<file path="src/rtl/ip_packet_rx.sv">
// Byte-serial Ethernet II / IPv4 receive filter: parses headers from the MAC RX stream,
// drops frames that fail any check, and hands accepted sender/message fields to the accelerator.
//
//  state | meaning
//  ------+---------------------------------------------------------------
//  RECV  | consuming bytes (READY=1), parsing and checking until LAST
//  HOLD  | accepted result presented on RX_VALID, stream stalled (READY=0)
module ip_packet_rx #(
    parameter logic [7:0]  IP_PROTOCOL     = 8'h04,
    parameter int unsigned MIN_FRAME_BYTES = 36
) (
    input  logic        ACLK,
    input  logic        ARESET,
    input  logic [31:0] ACCELERATOR_IP_ADDRESS,
    input  logic [47:0] ACCELERATOR_MAC_ADDRESS,
    input  logic [7:0]  MAC_DATA_IN,
    input  logic        MAC_DATA_VALID,
    output logic        MAC_DATA_READY,
    input  logic        MAC_DATA_LAST,
    input  logic        MAC_DATA_TUSER,
    output logic [47:0] SENDER_MAC_ADDRESS,
    output logic [31:0] SENDER_IP_ADDRESS,
    output logic [9:0]  RECEIVED_MESSAGE,
    output logic        RX_VALID,
    input  logic        RX_ACCEPT,
    output logic [15:0] DROP_COUNT
);

    typedef enum logic {S_RECV, S_HOLD} state_t;

    localparam logic [11:0] MIN_BYTES = 12'(MIN_FRAME_BYTES);

    state_t      state_q, state_d;
    logic [10:0] byte_cnt_q, byte_cnt_d;
    logic        bad_q, bad_d;
    logic [19:0] csum_q, csum_d;
    logic [7:0]  prev_byte_q, prev_byte_d;
    logic        mac_uc_q, mac_uc_d;
    logic        mac_bc_q, mac_bc_d;
    logic [47:0] src_mac_stage_q, src_mac_stage_d;
    logic [31:0] src_ip_stage_q, src_ip_stage_d;
    logic [9:0]  msg_stage_q, msg_stage_d;
    logic [47:0] sender_mac_q, sender_mac_d;
    logic [31:0] sender_ip_q, sender_ip_d;
    logic [9:0]  message_q, message_d;
    logic        rx_valid_q, rx_valid_d;
    logic [15:0] drop_cnt_q, drop_cnt_d;

    logic        beat;
    logic        field_fail;
    logic        frame_bad;
    logic        uc_so_far, bc_so_far, uc_now, bc_now;
    logic [7:0]  local_mac_byte;
    logic [7:0]  local_ip_byte;
    logic [16:0] fold1;
    logic [15:0] fold2;
    logic        csum_ok;
    logic        too_short;

    assign MAC_DATA_READY     = (state_q == S_RECV);
    assign beat               = MAC_DATA_VALID & MAC_DATA_READY;
    assign SENDER_MAC_ADDRESS = sender_mac_q;
    assign SENDER_IP_ADDRESS  = sender_ip_q;
    assign RECEIVED_MESSAGE   = message_q;
    assign RX_VALID           = rx_valid_q;
    assign DROP_COUNT         = drop_cnt_q;

    // Ones'-complement check: carries can exceed one fold, so fold twice.
    assign fold1     = {1'b0, csum_q[15:0]} + {13'd0, csum_q[19:16]};
    assign fold2     = fold1[15:0] + {15'd0, fold1[16]};
    assign csum_ok   = (fold2 == 16'hFFFF);
    assign too_short = (({1'b0, byte_cnt_q} + 12'd1) < MIN_BYTES);

    always_comb begin
        local_mac_byte = 8'h00;
        local_ip_byte  = 8'h00;
        case (byte_cnt_q)
            11'd0:   local_mac_byte = ACCELERATOR_MAC_ADDRESS[47:40];
            11'd1:   local_mac_byte = ACCELERATOR_MAC_ADDRESS[39:32];
            11'd2:   local_mac_byte = ACCELERATOR_MAC_ADDRESS[31:24];
            11'd3:   local_mac_byte = ACCELERATOR_MAC_ADDRESS[23:16];
            11'd4:   local_mac_byte = ACCELERATOR_MAC_ADDRESS[15:8];
            11'd5:   local_mac_byte = ACCELERATOR_MAC_ADDRESS[7:0];
            11'd30:  local_ip_byte  = ACCELERATOR_IP_ADDRESS[31:24];
            11'd31:  local_ip_byte  = ACCELERATOR_IP_ADDRESS[23:16];
            11'd32:  local_ip_byte  = ACCELERATOR_IP_ADDRESS[15:8];
            11'd33:  local_ip_byte  = ACCELERATOR_IP_ADDRESS[7:0];
            default: ;
        endcase
    end

    // Destination MAC: track unicast and broadcast match in parallel, decide on byte 5.
    assign uc_so_far = (byte_cnt_q == 11'd0) ? 1'b1 : mac_uc_q;
    assign bc_so_far = (byte_cnt_q == 11'd0) ? 1'b1 : mac_bc_q;
    assign uc_now    = uc_so_far & (MAC_DATA_IN == local_mac_byte);
    assign bc_now    = bc_so_far & (MAC_DATA_IN == 8'hFF);

    always_comb begin
        state_d         = state_q;
        byte_cnt_d      = byte_cnt_q;
        bad_d           = bad_q;
        csum_d          = csum_q;
        prev_byte_d     = prev_byte_q;
        mac_uc_d        = mac_uc_q;
        mac_bc_d        = mac_bc_q;
        src_mac_stage_d = src_mac_stage_q;
        src_ip_stage_d  = src_ip_stage_q;
        msg_stage_d     = msg_stage_q;
        sender_mac_d    = sender_mac_q;
        sender_ip_d     = sender_ip_q;
        message_d       = message_q;
        rx_valid_d      = rx_valid_q;
        drop_cnt_d      = drop_cnt_q;
        field_fail      = 1'b0;
        frame_bad       = 1'b0;

        case (state_q)
            S_RECV: begin
                if (beat) begin
                    prev_byte_d = MAC_DATA_IN;

                    if (byte_cnt_q <= 11'd5) begin
                        mac_uc_d = uc_now;
                        mac_bc_d = bc_now;
                        if (byte_cnt_q == 11'd5 && !(uc_now || bc_now))
                            field_fail = 1'b1;
                    end
                    if (byte_cnt_q >= 11'd6 && byte_cnt_q <= 11'd11)
                        src_mac_stage_d = {src_mac_stage_q[39:0], MAC_DATA_IN};
                    if (byte_cnt_q == 11'd12 && MAC_DATA_IN != 8'h08)
                        field_fail = 1'b1;
                    if (byte_cnt_q == 11'd13 && MAC_DATA_IN != 8'h00)
                        field_fail = 1'b1;
                    if (byte_cnt_q == 11'd14 && MAC_DATA_IN != 8'h45)
                        field_fail = 1'b1;
                    if (byte_cnt_q == 11'd17 && {prev_byte_q, MAC_DATA_IN} < 16'd22)
                        field_fail = 1'b1;
                    if (byte_cnt_q == 11'd23 && MAC_DATA_IN != IP_PROTOCOL)
                        field_fail = 1'b1;
                    if (byte_cnt_q >= 11'd26 && byte_cnt_q <= 11'd29)
                        src_ip_stage_d = {src_ip_stage_q[23:0], MAC_DATA_IN};
                    if (byte_cnt_q >= 11'd30 && byte_cnt_q <= 11'd33 &&
                        MAC_DATA_IN != local_ip_byte)
                        field_fail = 1'b1;
                    if (byte_cnt_q == 11'd34)
                        msg_stage_d[9:8] = MAC_DATA_IN[1:0];
                    if (byte_cnt_q == 11'd35)
                        msg_stage_d[7:0] = MAC_DATA_IN;

                    if (byte_cnt_q[0] && byte_cnt_q >= 11'd15 && byte_cnt_q <= 11'd33)
                        csum_d = csum_q + {4'h0, prev_byte_q, MAC_DATA_IN};

                    bad_d = bad_q | field_fail;

                    if (MAC_DATA_LAST) begin
                        byte_cnt_d = 11'd0;
                        bad_d      = 1'b0;
                        csum_d     = 20'd0;
                        frame_bad  = bad_q | field_fail | ~csum_ok |
                                     MAC_DATA_TUSER | too_short;
                        if (frame_bad) begin
                            if (drop_cnt_q != 16'hFFFF)
                                drop_cnt_d = drop_cnt_q + 16'd1;
                        end else begin
                            sender_mac_d = src_mac_stage_d;
                            sender_ip_d  = src_ip_stage_d;
                            message_d    = msg_stage_d;
                            rx_valid_d   = 1'b1;
                            state_d      = S_HOLD;
                        end
                    end else if (byte_cnt_q != 11'h7FF) begin
                        byte_cnt_d = byte_cnt_q + 11'd1;
                    end
                end
            end
            S_HOLD: begin
                if (rx_valid_q && RX_ACCEPT) begin
                    rx_valid_d = 1'b0;
                    state_d    = S_RECV;
                end
            end
            default: state_d = S_RECV;
        endcase
    end

    always_ff @(posedge ACLK) begin
        if (ARESET) begin
            state_q         <= S_RECV;
            byte_cnt_q      <= 11'd0;
            bad_q           <= 1'b0;
            csum_q          <= 20'd0;
            prev_byte_q     <= 8'h00;
            mac_uc_q        <= 1'b0;
            mac_bc_q        <= 1'b0;
            src_mac_stage_q <= 48'd0;
            src_ip_stage_q  <= 32'd0;
            msg_stage_q     <= 10'd0;
            sender_mac_q    <= 48'd0;
            sender_ip_q     <= 32'd0;
            message_q       <= 10'd0;
            rx_valid_q      <= 1'b0;
            drop_cnt_q      <= 16'd0;
        end else begin
            state_q         <= state_d;
            byte_cnt_q      <= byte_cnt_d;
            bad_q           <= bad_d;
            csum_q          <= csum_d;
            prev_byte_q     <= prev_byte_d;
            mac_uc_q        <= mac_uc_d;
            mac_bc_q        <= mac_bc_d;
            src_mac_stage_q <= src_mac_stage_d;
            src_ip_stage_q  <= src_ip_stage_d;
            msg_stage_q     <= msg_stage_d;
            sender_mac_q    <= sender_mac_d;
            sender_ip_q     <= sender_ip_d;
            message_q       <= message_d;
            rx_valid_q      <= rx_valid_d;
            drop_cnt_q      <= drop_cnt_d;
        end
    end

endmodule

</file>
<file path="config.mk">
export PLATFORM = sky130hd
export DESIGN_NAME = ip_packet_rx
export DESIGN_NICKNAME = d
export VERILOG_FILES = /design/src/rtl/ip_packet_rx.sv
export SDC_FILE = /design/constraint.sdc
export NUM_CORES = 1
export LEC_CHECK = 0
export BUFFER_PORTS_ARGS = -buffer_cell sky130_fd_sc_hd__buf_2
export CELL_PAD_IN_SITES_DETAIL_PLACEMENT = 1
export CELL_PAD_IN_SITES_GLOBAL_PLACEMENT = 1
export CORE_ASPECT_RATIO = 1.25
export CORE_MARGIN = 2
export CORE_UTILIZATION = 43
export DETAILED_ROUTE_END_ITERATION = 7
export MAX_ROUTING_LAYER = met4
export PLACE_DENSITY_LB_ADDON = 0.1
export RECOVER_POWER = 50
export SLEW_MARGIN = 15
export SYNTH_ARGS = -nofsm -noshare
export SYNTH_HDL_FRONTEND = slang
export SYNTH_SLANG_ARGS = --single-unit
</file>
<file path="constraint.sdc">
create_clock -name ACLK -period 5.3 [get_ports ACLK]
set_input_delay 0.53 -clock ACLK [delete_from_list [all_inputs] [get_ports ACLK]]
set_output_delay 0.53 -clock ACLK [all_outputs]
set_load 0.01 [all_outputs]
</file>
* After elaboration in Yosys (flattened, before gate mapping)
Cells that the tools add are included.
Widths: inputs -> output; s select.
** Operators by class
- $add $sub $neg :: 6
- Order comparisons :: 10
- Equality and inequality tests :: 29
- Muxes and demuxes :: 33
- Bitwise gates (word level) :: 10
- Reductions and logical operators :: 26
** Operators by type and width (count)
- $mux 48 :: 1
- $pmux 8 s6 :: 1
- $eq 11x5->1 const B :: 4
- $eq 11x6->1 const B :: 4
- $mux 20 :: 2
- $eq 11x4->1 const B :: 3
- $mux 32 :: 1
- $pmux 8 s4 :: 1
- $eq 11x2->1 const B :: 2
- $eq 11x3->1 const B :: 2
- $ge 11x5->1 const B :: 2
- $mux 11 :: 2
- $mux 1 :: 21
- $add 20x16->20 :: 1
- $add 16x4->17 :: 1
- $add 16x1->16 :: 1
- $add 16x1->16 const B :: 1
- $eq 16x16->1 const B :: 1
- $lt 16x5->1 const B :: 1
- $ne 16x16->1 const B :: 1
- $logic_and 1x1->1 :: 13
- $add 11x1->12 const B :: 1
- $lt 12x6->1 const B :: 1
- $add 11x1->11 const B :: 1
- other kinds (31) :: 45
** Word-level totals
- Bits in registers :: 240
- Input port bits :: 94
- Word-level logic and storage cells :: 129

* Depth between registers and ports, before layout
Gate-level depths: netlist (run 1).
- Depth after elaboration :: 25
- Gate-level depth with buffers :: 21
- Mapped depth without buffers :: 18

* Worst setup path after synthesis (run 1)
Ideal clock, no wire load.
- Kind :: register to register
- From :: reg csum_q[16]
- To :: reg sender_ip_q[19] (netlist: SENDER_IP_ADDRESS[19])
- Library setup time :: 0.070 ns
- Data arrival time :: 3.856 ns
- Required time :: 5.230 ns
- Path slack :: 1.374 ns
- Cell stages (with the launch flop) :: 21
- Path buffers :: 3
- Path through :: dfxtp_1 > ha_1 > fa_1 > a21o_1 > a21oi_1 > nor3_1 > nand3_1 > nor2_1 > ha_1 > ha_1 > nand4b_1 > nor4_1 > mux2i_1 > a2111oi_0 > and4_1 > o221a_4 > buf_6 > buf_12 > buf_12 > nand3_1 > a21oi_1
** Between the ends
- Word-level cells in the longest chain between the ends :: 9
** Ends and longest elaborated chain
- from (decl) :: RTL line 36 : logic [19:0] csum_q, csum_d;
- from (signal assigned) :: RTL line 207 : csum_q <= csum_d;
- $add 16x4->17 :: RTL line 69 : assign fold1 = {1'b0, csum_q[15:0]} + {13'd0, csum_q[19:16]};
- $add 16x1->16 :: RTL line 70 : assign fold2 = fold1[15:0] + {15'd0, fold1[16]};
- $eq 16x16->1 :: RTL line 71 : assign csum_ok = (fold2 == 16'hFFFF);
- $not 1->1 :: RTL line 159 : frame_bad = bad_q | field_fail | ~csum_ok |
- $or 1x1->1 (2 in a row) :: RTL line 159
- $or 1x1->1 :: RTL line 160 : MAC_DATA_TUSER | too_short;
- $not 1->1 (no source line)
- $reduce_and 4->1 (no source line)
- to (signal assigned) :: RTL line 215 : sender_ip_q <= sender_ip_d;
- to (decl) :: RTL line 44 : logic [31:0] sender_ip_q, sender_ip_d;
No other way between the ends.
A chain may end at the register's enable or synchronous reset.

* Worst setup path after layout (run 1)
- From :: reg csum_q[16]
- To :: reg sender_mac_q[9] (netlist: SENDER_MAC_ADDRESS[9])
** Between the ends
- Word-level cells in the longest chain between the ends :: 9
** Ends and longest elaborated chain
- $add 16x4->17 :: RTL line 69
- $add 16x1->16 :: RTL line 70
- $eq 16x16->1 :: RTL line 71
- $not 1->1 :: RTL line 159
- $or 1x1->1 (2 in a row) :: RTL line 159
- $or 1x1->1 :: RTL line 160
- $not 1->1 (no source line)
- $reduce_and 4->1 (no source line)
- to (signal assigned) :: RTL line 214 : sender_mac_q <= sender_mac_d;
- to (decl) :: RTL line 43 : logic [47:0] sender_mac_q, sender_mac_d;
No other way between the ends.

==> impl_metrics.env, run 1 <==
export IMPL_clock_skew_final_ns=0.0196
export IMPL_critPathRequiredTime_ns=5.68
export IMPL_start_util=0.439
export IMPL_first_pass_grt_wire_length_um=67200
export IMPL_hold_path_startpoint="RX_ACCEPT"
export IMPL_setup_viol_count_final=0
export IMPL_cp_max_fo=48
export IMPL_synth_compound_area_frac=0.215
export IMPL_post_synth_mux_area_share=0.0866
export IMPL_critical_path_class="reg2reg"
export IMPL_hold_path_endpoint="RX_VALID"
export IMPL_vdd_ir_drop_worst_v=0.000217
export IMPL_cts_hold_repair_buffers=0
export IMPL_finalCriticalPeriod_ns=4.69
export IMPL_dominant_combinational_cell_family_by_area_after_synthesis="compound AO/OA/AOI/OAI gates"
export IMPL_critical_path_endpoint_type="flip-flop"
export IMPL_arithmetic_cell_share_of_the_synthesized_area_counting_full_adders_half_adders_and_majority_gates=0.0294
export IMPL_grt_antenna_before_repair=0
export IMPL_power_per_cell_area_nw_per_um2=264
export IMPL_postSynthNetCount=1717
export IMPL_floorplan_die_area_um2=31300
export IMPL_r2r_start="csum_q[16]"
export IMPL_postSynth_asyncResetShare=0
export IMPL_timing_worst_slew_pin_value_ns=1.17
export IMPL_fmax_ghz=0.213
export IMPL_most_common_layout_cells="255 x sky130_fd_sc_hd__nand2_1, 242 x sky130_fd_sc_hd__a21oi_1, 240 x sky130_fd_sc_hd__dfxtp_1, 119 x sky130_fd_sc_hd__nand3_1, 114 x sky130_fd_sc_hd__clkbuf_1"
export IMPL_core_area_um2=29300
export IMPL_timing_critical_path_from="csum_q[16]"
export IMPL_rrSetupSlack_ns=0.61
export IMPL_vias=12500
export IMPL_synth_top_cells_by_area="sky130_fd_sc_hd__dfxtp_1 37%, sky130_fd_sc_hd__a21oi_1 9.4%, sky130_fd_sc_hd__mux2_2 7.9%, sky130_fd_sc_hd__nand2_1 7.5%, sky130_fd_sc_hd__nand3_1 4.6%"
export IMPL_place_detailed_instances=2082
export IMPL_first_global_vias=12600
export IMPL_synth_top_cell_area_share=0.373
export IMPL_drt_total_wl_um=42000
export IMPL_cts_made_buffers=26
export IMPL_reg2reg_depth=19
export IMPL_unrepaired_setup_endpoints_after_global_routing="no"
export IMPL_worst_skew_pair_late_latency_ns=0.54
export IMPL_cell_area_after_placement_um2=13900
export IMPL_post_cts_buffers=0
export IMPL_final_cells=2125
export IMPL_grtUsageTotal=0.267
export IMPL_clock_tree_buffer_depth=3
export IMPL_max_cap_violation_count=0
export IMPL_grt_max_degree=93
export IMPL_clk_pin_slew_ns=0.06
export IMPL_power_switching_mw=0.902
export IMPL_port_buffer_count=201
export IMPL_grt_ovfl_total=0
export IMPL_timing_critical_path_arrival_ns=5.08
export IMPL_p_leak_nw=5.15
export IMPL_num_rows=70
export IMPL_detail_route_antenna_nets=0
export IMPL_power_share_combinational=0.057
export IMPL_vias_per_cell=5.90
export IMPL_area_growth_syn_to_layout_pct=13.6
export IMPL_layout_commonest_cell="sky130_fd_sc_hd__nand2_1"
export IMPL_cts_tree="built"
export IMPL_regToRegEndpoint="SENDER_MAC_ADDRESS[9]"
export IMPL_cts_resized=0
export IMPL_seq_area_frac_synth=0.373
export IMPL_ys_flop_type="sky130_fd_sc_hd__dfxtp_1"
export IMPL_cts_root_buf="sky130_fd_sc_hd__clkbuf_16"
export IMPL_final_setup_tns_ns=0
export IMPL_placer_congestion_estimate=0.858
export IMPL_hold_class="in2reg"
export IMPL_post_route_cell_area_um2=14600
export IMPL_routedWlPerCell_um=19.8
export IMPL_number_of_antenna_diodes=0
export IMPL_sequentialPowerShare=0.471
export IMPL_synth_simple_gate_area_share=0.214
export IMPL_die_boundary_width_um=159
export IMPL_design_final_nets=1837
export IMPL_number_of_storage_elements_in_the_synthesis_netlist=240
export IMPL_dp_hpwl_um=28700
export IMPL_drt_first_pass_iters=5
export IMPL_cts_sinks=240
export IMPL_yosys_area_top_type="sky130_fd_sc_hd__dfxtp_1"
export IMPL_yosysWarningCount=0
export IMPL_timing_hold_violations_final=0
export IMPL_synthDistinctLibCells=71
export IMPL_syn_area_per_cell_um2=8.08
export IMPL_yosys_area_share_xor_xnor=0.0218
export IMPL_layout_drive_gt1_share=0.157
export IMPL_netlist_area_um2=12900
export IMPL_remaining_drc_errors=0
export IMPL_slew_limit_headroom=0.221
export IMPL_finalMaxSlewViolations=0
export IMPL_design_portCount=202
export IMPL_htree_num_levels=1
export IMPL_result_of_the_run="finished, final reports clean"
export IMPL_p_int_mw=2.96
export IMPL_die_height_um=197
export IMPL_min_path_cells=4
export IMPL_synth_cells=1594
export IMPL_swShare=0.234
export IMPL_total_power_mw=3.86
export IMPL_min_period_over_period=0.886
export IMPL_edff_count_synth=0
export IMPL_share_clk_of_total_power=0.472
export IMPL_drt_iter0_markers=706
export IMPL_crit_path_start_kind="flip-flop"
routing by layer:
layer / GRT usage / vias to the layer above / share of wire
met5: - / - / 0
met4: 0.0771 / 0 / 0.023
met3: 0.0279 / 71 / 0.039
met2: 0.459 / 257 / 0.50
met1: 0.334 / 6203 / 0.44
li1: - / 5996 / -
per-stage QoR:
step           hold slack (ns)  setup WS, ns   util
2_1_floorplan            0.433          1.37      -
4_1_cts                  0.283         0.600  0.504
5_1_grt                  0.312         0.144  0.499
6_report                 0.300         0.606  0.499
3_5_place_dp             0.448         0.684  0.475
3_3_place_gp             0.438         0.801  0.475
power groups by stage:
stage	Clock [mW]	Combinational, mW	Sequential, mW
floorplan	0	0.129	1.85
global placement	0	0.217	1.86
detailed placement	0	0.220	1.86
CTS	1.87	0.221	1.82
global route	1.94	0.241	1.82
finish	1.82	0.221	1.82
Yosys cell counts (7+ instances only):
| master | n |
|---|---|
| sky130_fd_sc_hd__ha_1 | 27 |
| sky130_fd_sc_hd__buf_6 | 10 |
| sky130_fd_sc_hd__or4_1 | 18 |
| sky130_fd_sc_hd__mux2_2 | 90 |
| sky130_fd_sc_hd__xnor2_1 | 16 |
| sky130_fd_sc_hd__xor2_1 | 16 |
| sky130_fd_sc_hd__o21ai_0 | 110 |
| sky130_fd_sc_hd__nand2_1 | 257 |
| sky130_fd_sc_hd__a22oi_1 | 25 |
| sky130_fd_sc_hd__a211oi_1 | 9 |
| sky130_fd_sc_hd__nor2_1 | 63 |
| sky130_fd_sc_hd__nand2b_1 | 7 |
| sky130_fd_sc_hd__nor3_1 | 13 |
| sky130_fd_sc_hd__dfxtp_1 | 240 |
| sky130_fd_sc_hd__buf_1 | 7 |
| sky130_fd_sc_hd__nand4_1 | 18 |
| sky130_fd_sc_hd__a21oi_1 | 242 |
| sky130_fd_sc_hd__clkbuf_1 | 92 |
| sky130_fd_sc_hd__nor4_1 | 10 |
| sky130_fd_sc_hd__buf_2 | 19 |
| sky130_fd_sc_hd__nand3_1 | 119 |
| sky130_fd_sc_hd__a222oi_1 | 11 |
| sky130_fd_sc_hd__o31ai_1 | 16 |
| sky130_fd_sc_hd__and3_1 | 15 |
| sky130_fd_sc_hd__mux2i_1 | 9 |
| sky130_fd_sc_hd__a32o_1 | 9 |
| sky130_fd_sc_hd__nor4b_1 | 8 |
| sky130_fd_sc_hd__inv_1 | 13 |
| sky130_fd_sc_hd__buf_12 | 7 |
| sky130_fd_sc_hd__or3_1 | 9 |
worst max-delay path by stage:
stage	end	slack, ns	cells after the start
2_1_floorplan	SENDER_IP_ADDRESS[19]	1.37	20
6_report	SENDER_MAC_ADDRESS[9]	0.61	19
5_1_grt	SENDER_MAC_ADDRESS[29]	0.14	19
4_1_cts	SENDER_MAC_ADDRESS[9]	0.60	18
3_5_place_dp	SENDER_MAC_ADDRESS[37]	0.68	18
3_3_place_gp	SENDER_MAC_ADDRESS[24]	0.80	18
cell type report:
class | instances | area, um^2
Inverter | 13 | 48.8
Multi-Input combinational cell | 1204 | 7320
Sequential cell | 240 | 4800
Tap cell | 396 | 495
Timing Repair Buffer | 229 | 1120
Fill cell | 3666 | 14700
Clock buffer | 37 | 753
Clock inverter | 6 | 82.6
flip-flops by register name, indices dropped and copies added, names as in the netlist, 8 cells and up:
| register | cells |
|---|---|
| SENDER_MAC_ADDRESS | 48 |
| src_mac_stage_q | 48 |
| SENDER_IP_ADDRESS | 32 |
| src_ip_stage_q | 32 |
| csum_q | 20 |
| DROP_COUNT | 16 |
| byte_cnt_q | 11 |
| RECEIVED_MESSAGE | 10 |
| msg_stage_q | 10 |
| prev_byte_q | 8 |
kinds of logic (layout without fill, tap and decap cells):
family          count (synthesis)  after routing
simple gates                  571            571
compound gates                472            472
flops                         240            240
buf+inv                       150            285
mux                           100            100
xor+xnor                       32             32
fa+ha+maj                      29             29
critical path, stage by stage (launching register included):
cell and delay (ns):
sky130_fd_sc_hd__dfxtp_1 0.37, sky130_fd_sc_hd__ha_1 0.25, sky130_fd_sc_hd__fa_1 0.44, sky130_fd_sc_hd__a21o_1 0.18, sky130_fd_sc_hd__a21oi_1 0.32, sky130_fd_sc_hd__nor3_1 0.14, sky130_fd_sc_hd__nand3_1 0.10, sky130_fd_sc_hd__nor2_1 0.05
sky130_fd_sc_hd__ha_1 0.24, sky130_fd_sc_hd__ha_1 0.25, sky130_fd_sc_hd__a21oi_1 0.15, sky130_fd_sc_hd__mux2i_1 0.10, sky130_fd_sc_hd__nor3_1 0.15, sky130_fd_sc_hd__mux2i_1 0.10, sky130_fd_sc_hd__a2111oi_0 0.32, sky130_fd_sc_hd__and4_1 0.36
sky130_fd_sc_hd__o221ai_4 0.37, sky130_fd_sc_hd__buf_12 0.32, sky130_fd_sc_hd__o21ai_0 0.21, sky130_fd_sc_hd__a21oi_1 0.10
Note: power is estimated with default switching activity, not from simulation.
==> run 2, diff against run 1 <==
--- a/config.mk
+++ b/config.mk
@@ -6,11 +6,12 @@
 export NUM_CORES = 1
 export LEC_CHECK = 0
 export BUFFER_PORTS_ARGS = -buffer_cell sky130_fd_sc_hd__buf_2
+export CAP_MARGIN = 20
 export CELL_PAD_IN_SITES_DETAIL_PLACEMENT = 1
 export CELL_PAD_IN_SITES_GLOBAL_PLACEMENT = 1
 export CORE_ASPECT_RATIO = 1.25
 export CORE_MARGIN = 2
-export CORE_UTILIZATION = 43
+export CORE_UTILIZATION = 46
 export DETAILED_ROUTE_END_ITERATION = 7
 export MAX_ROUTING_LAYER = met4
 export PLACE_DENSITY_LB_ADDON = 0.1
==> constraint.sdc (replaced) <==
create_clock -name ACLK -period 5.5 [get_ports ACLK]
set_input_delay 0.825 -clock ACLK [delete_from_list [all_inputs] [get_ports ACLK]]
set_output_delay 0.825 -clock ACLK [all_outputs]
set_load 0.01 [all_outputs]
==> impl_metrics.env, run 2 (synthesis results as in run 1) <==
export IMPL_result_of_the_run="finished with violations"
export IMPL_violated_checks="capacitance limit, slew limit"
export IMPL_cell_area_after_placement_um2=13900
export IMPL_power_per_cell_area_nw_per_um2=252
export IMPL_grt_antenna_before_repair=1
export IMPL_timing_hold_violations_final=0
export IMPL_vias=12600
export IMPL_max_cap_violation_count=2
export IMPL_post_cts_buffers=0
export IMPL_grt_max_degree=114
export IMPL_p_leak_nw=5.12
export IMPL_detail_route_antenna_nets=0
export IMPL_drt_iter0_markers=712
export IMPL_cts_tree="built"
export IMPL_most_common_layout_cells="255 x sky130_fd_sc_hd__nand2_1, 242 x sky130_fd_sc_hd__a21oi_1, 240 x sky130_fd_sc_hd__dfxtp_1, 118 x sky130_fd_sc_hd__nand3_1, 117 x sky130_fd_sc_hd__clkbuf_1"
export IMPL_fillers=3516
export IMPL_placer_congestion_estimate=0.879
export IMPL_layout_commonest_cell="sky130_fd_sc_hd__nand2_1"
export IMPL_layout_drive_gt1_share=0.155
export IMPL_cts_made_buffers=26
export IMPL_cts_hold_repair_buffers=0
export IMPL_hold_class="reg2reg"
export IMPL_pre_cts_slack_ns=0.734
export IMPL_first_global_vias=12500
export IMPL_grt_ovfl_total=0
export IMPL_clock_skew_final_ns=0.0111
export IMPL_total_power_mw=3.67
export IMPL_crit_path_start_kind="flip-flop"
export IMPL_design_final_nets=1837
export IMPL_clock_tree_buffer_depth=3
export IMPL_critical_path_max_stage_delay_ns=1.03
export IMPL_final_setup_tns_ns=0
export IMPL_die_boundary_width_um=154
export IMPL_critical_path_slowest_cell="sky130_fd_sc_hd__nor4b_1"
export IMPL_critical_path_class="reg2reg"
export IMPL_cts_resized=0
export IMPL_htree_num_levels=1
export IMPL_fmax_ghz=0.198
export IMPL_die_height_um=191
export IMPL_timing_worst_slew_pin_value_ns=2.47
export IMPL_routedWlPerCell_um=20.5
export IMPL_drt_first_pass_iters=6
export IMPL_post_route_cell_area_um2=14500
export IMPL_num_rows=68
export IMPL_area_growth_syn_to_layout_pct=13.0
export IMPL_design_portCount=202
export IMPL_cts_root_buf="sky130_fd_sc_hd__clkbuf_16"
export IMPL_drt_total_wl_um=42500
export IMPL_vias_per_cell=6.04
export IMPL_cp_max_fo=60
export IMPL_timing_critical_path_max_delay_family="compound AO/OA/AOI/OAI gates"
export IMPL_dp_hpwl_um=28300
export IMPL_vdd_ir_drop_worst_v=0.000221
export IMPL_remaining_drc_errors=0
export IMPL_clk_pin_slew_ns=0.06
export IMPL_finalCriticalPeriod_ns=5.04
export IMPL_core_area_um2=27600
export IMPL_first_pass_grt_wire_length_um=66500
export IMPL_critical_path_endpoint_type="flip-flop"
export IMPL_setup_viol_count_final=0
export IMPL_floorplan_die_area_um2=29300
export IMPL_cp_cell_sequence="inv_1 > ha_1 > nor4b_1 > clkbuf_1 > a22oi_1 > nor2_1 > o41ai_1 > a2111oi_1 > and4_4 > o221ai_4 > buf_12 > o21ai_0 > a21oi_1"
export IMPL_critPathRequiredTime_ns=5.79
export IMPL_cts_sinks=240
export IMPL_total_buffers_and_inverters_traversed_by_the_critical_path=3
export IMPL_grtUsageTotal=0.283
export IMPL_slew_limit_headroom=-0.648
export IMPL_layout_setup_ws_ns=0.457
export IMPL_finalMaxSlewViolations=90
export IMPL_timing_critical_path_arrival_ns=5.34
export IMPL_worst_skew_pair_late_latency_ns=0.53
export IMPL_unrepaired_setup_endpoints_after_global_routing="no"
export IMPL_start_util=0.467
export IMPL_min_period_over_period=0.917
export IMPL_port_buffer_count=201
run 2: cell count changes in the layout (fill, tap and decap cells not counted), sizes merged:
cell and change:
buf -4, clkbuf +2, clkinv +2, bufinv -1
diode +1
run 2: worst min-delay path, cell delays in order (launching register included):
cell	delay, ns
sky130_fd_sc_hd__dfxtp_1	0.30
sky130_fd_sc_hd__nand2_1	0.05
sky130_fd_sc_hd__a21oi_1	0.05
run 2: path summary, 6_finish.rpt:
kind                                     startpoint  cells past startpoint  slack [ns]             endpoint
worst max-delay path                  byte_cnt_q[0]                     13        0.46  RECEIVED_MESSAGE[4]
worst min-delay path            src_mac_stage_q[41]                      2        0.45  src_mac_stage_q[41]
worst max register to register        byte_cnt_q[0]                     13        0.46  RECEIVED_MESSAGE[4]
worst min register to register  src_mac_stage_q[41]                      2        0.45  src_mac_stage_q[41]
run 2: per-layer routing:
layer	up-vias	track usage	wire [um]	share of wire
met5	-	-	0	0
met4	0	0.0695	860	0.020
met3	69	0.0313	2030	0.048
met2	288	0.491	21600	0.51
met1	6215	0.352	18000	0.42
li1	5993	-	-	-
run 2: cell type report:
type | count | area (um^2) | area share
clock buffer | 35 | 746 | 0.0513
timing repair buffer | 229 | 1110 | 0.0766
tap | 350 | 438 | 0.0301
multi-input combinational | 1204 | 7330 | 0.504
sequential | 240 | 4800 | 0.330
antenna | 1 | 2.50 | 0.000172
clock inverter | 7 | 62.6 | 0.00430
inverter | 13 | 48.8 | 0.00335
run 2: stage by stage:
step | hold slack, ns | std cells | util
final | 0.453 | 2079 | 0.528
after global routing | 0.479 | 2079 | 0.528
after CTS | 0.456 | 2077 | 0.533
after detailed placement | 0.447 | 2035 | 0.504
after global placement | 0.437 | 2034 | 0.504
after floorplan | 0.433 | 1594 | -
run 2: report_power, final:
| group | internal, mW | leakage, nW | switching, mW |
|---|---|---|---|
| Sequential | 1.74 | 1.93 | 0.00697 |
| Clock | 0.986 | 0.400 | 0.718 |
| Combinational | 0.0687 | 2.78 | 0.147 |
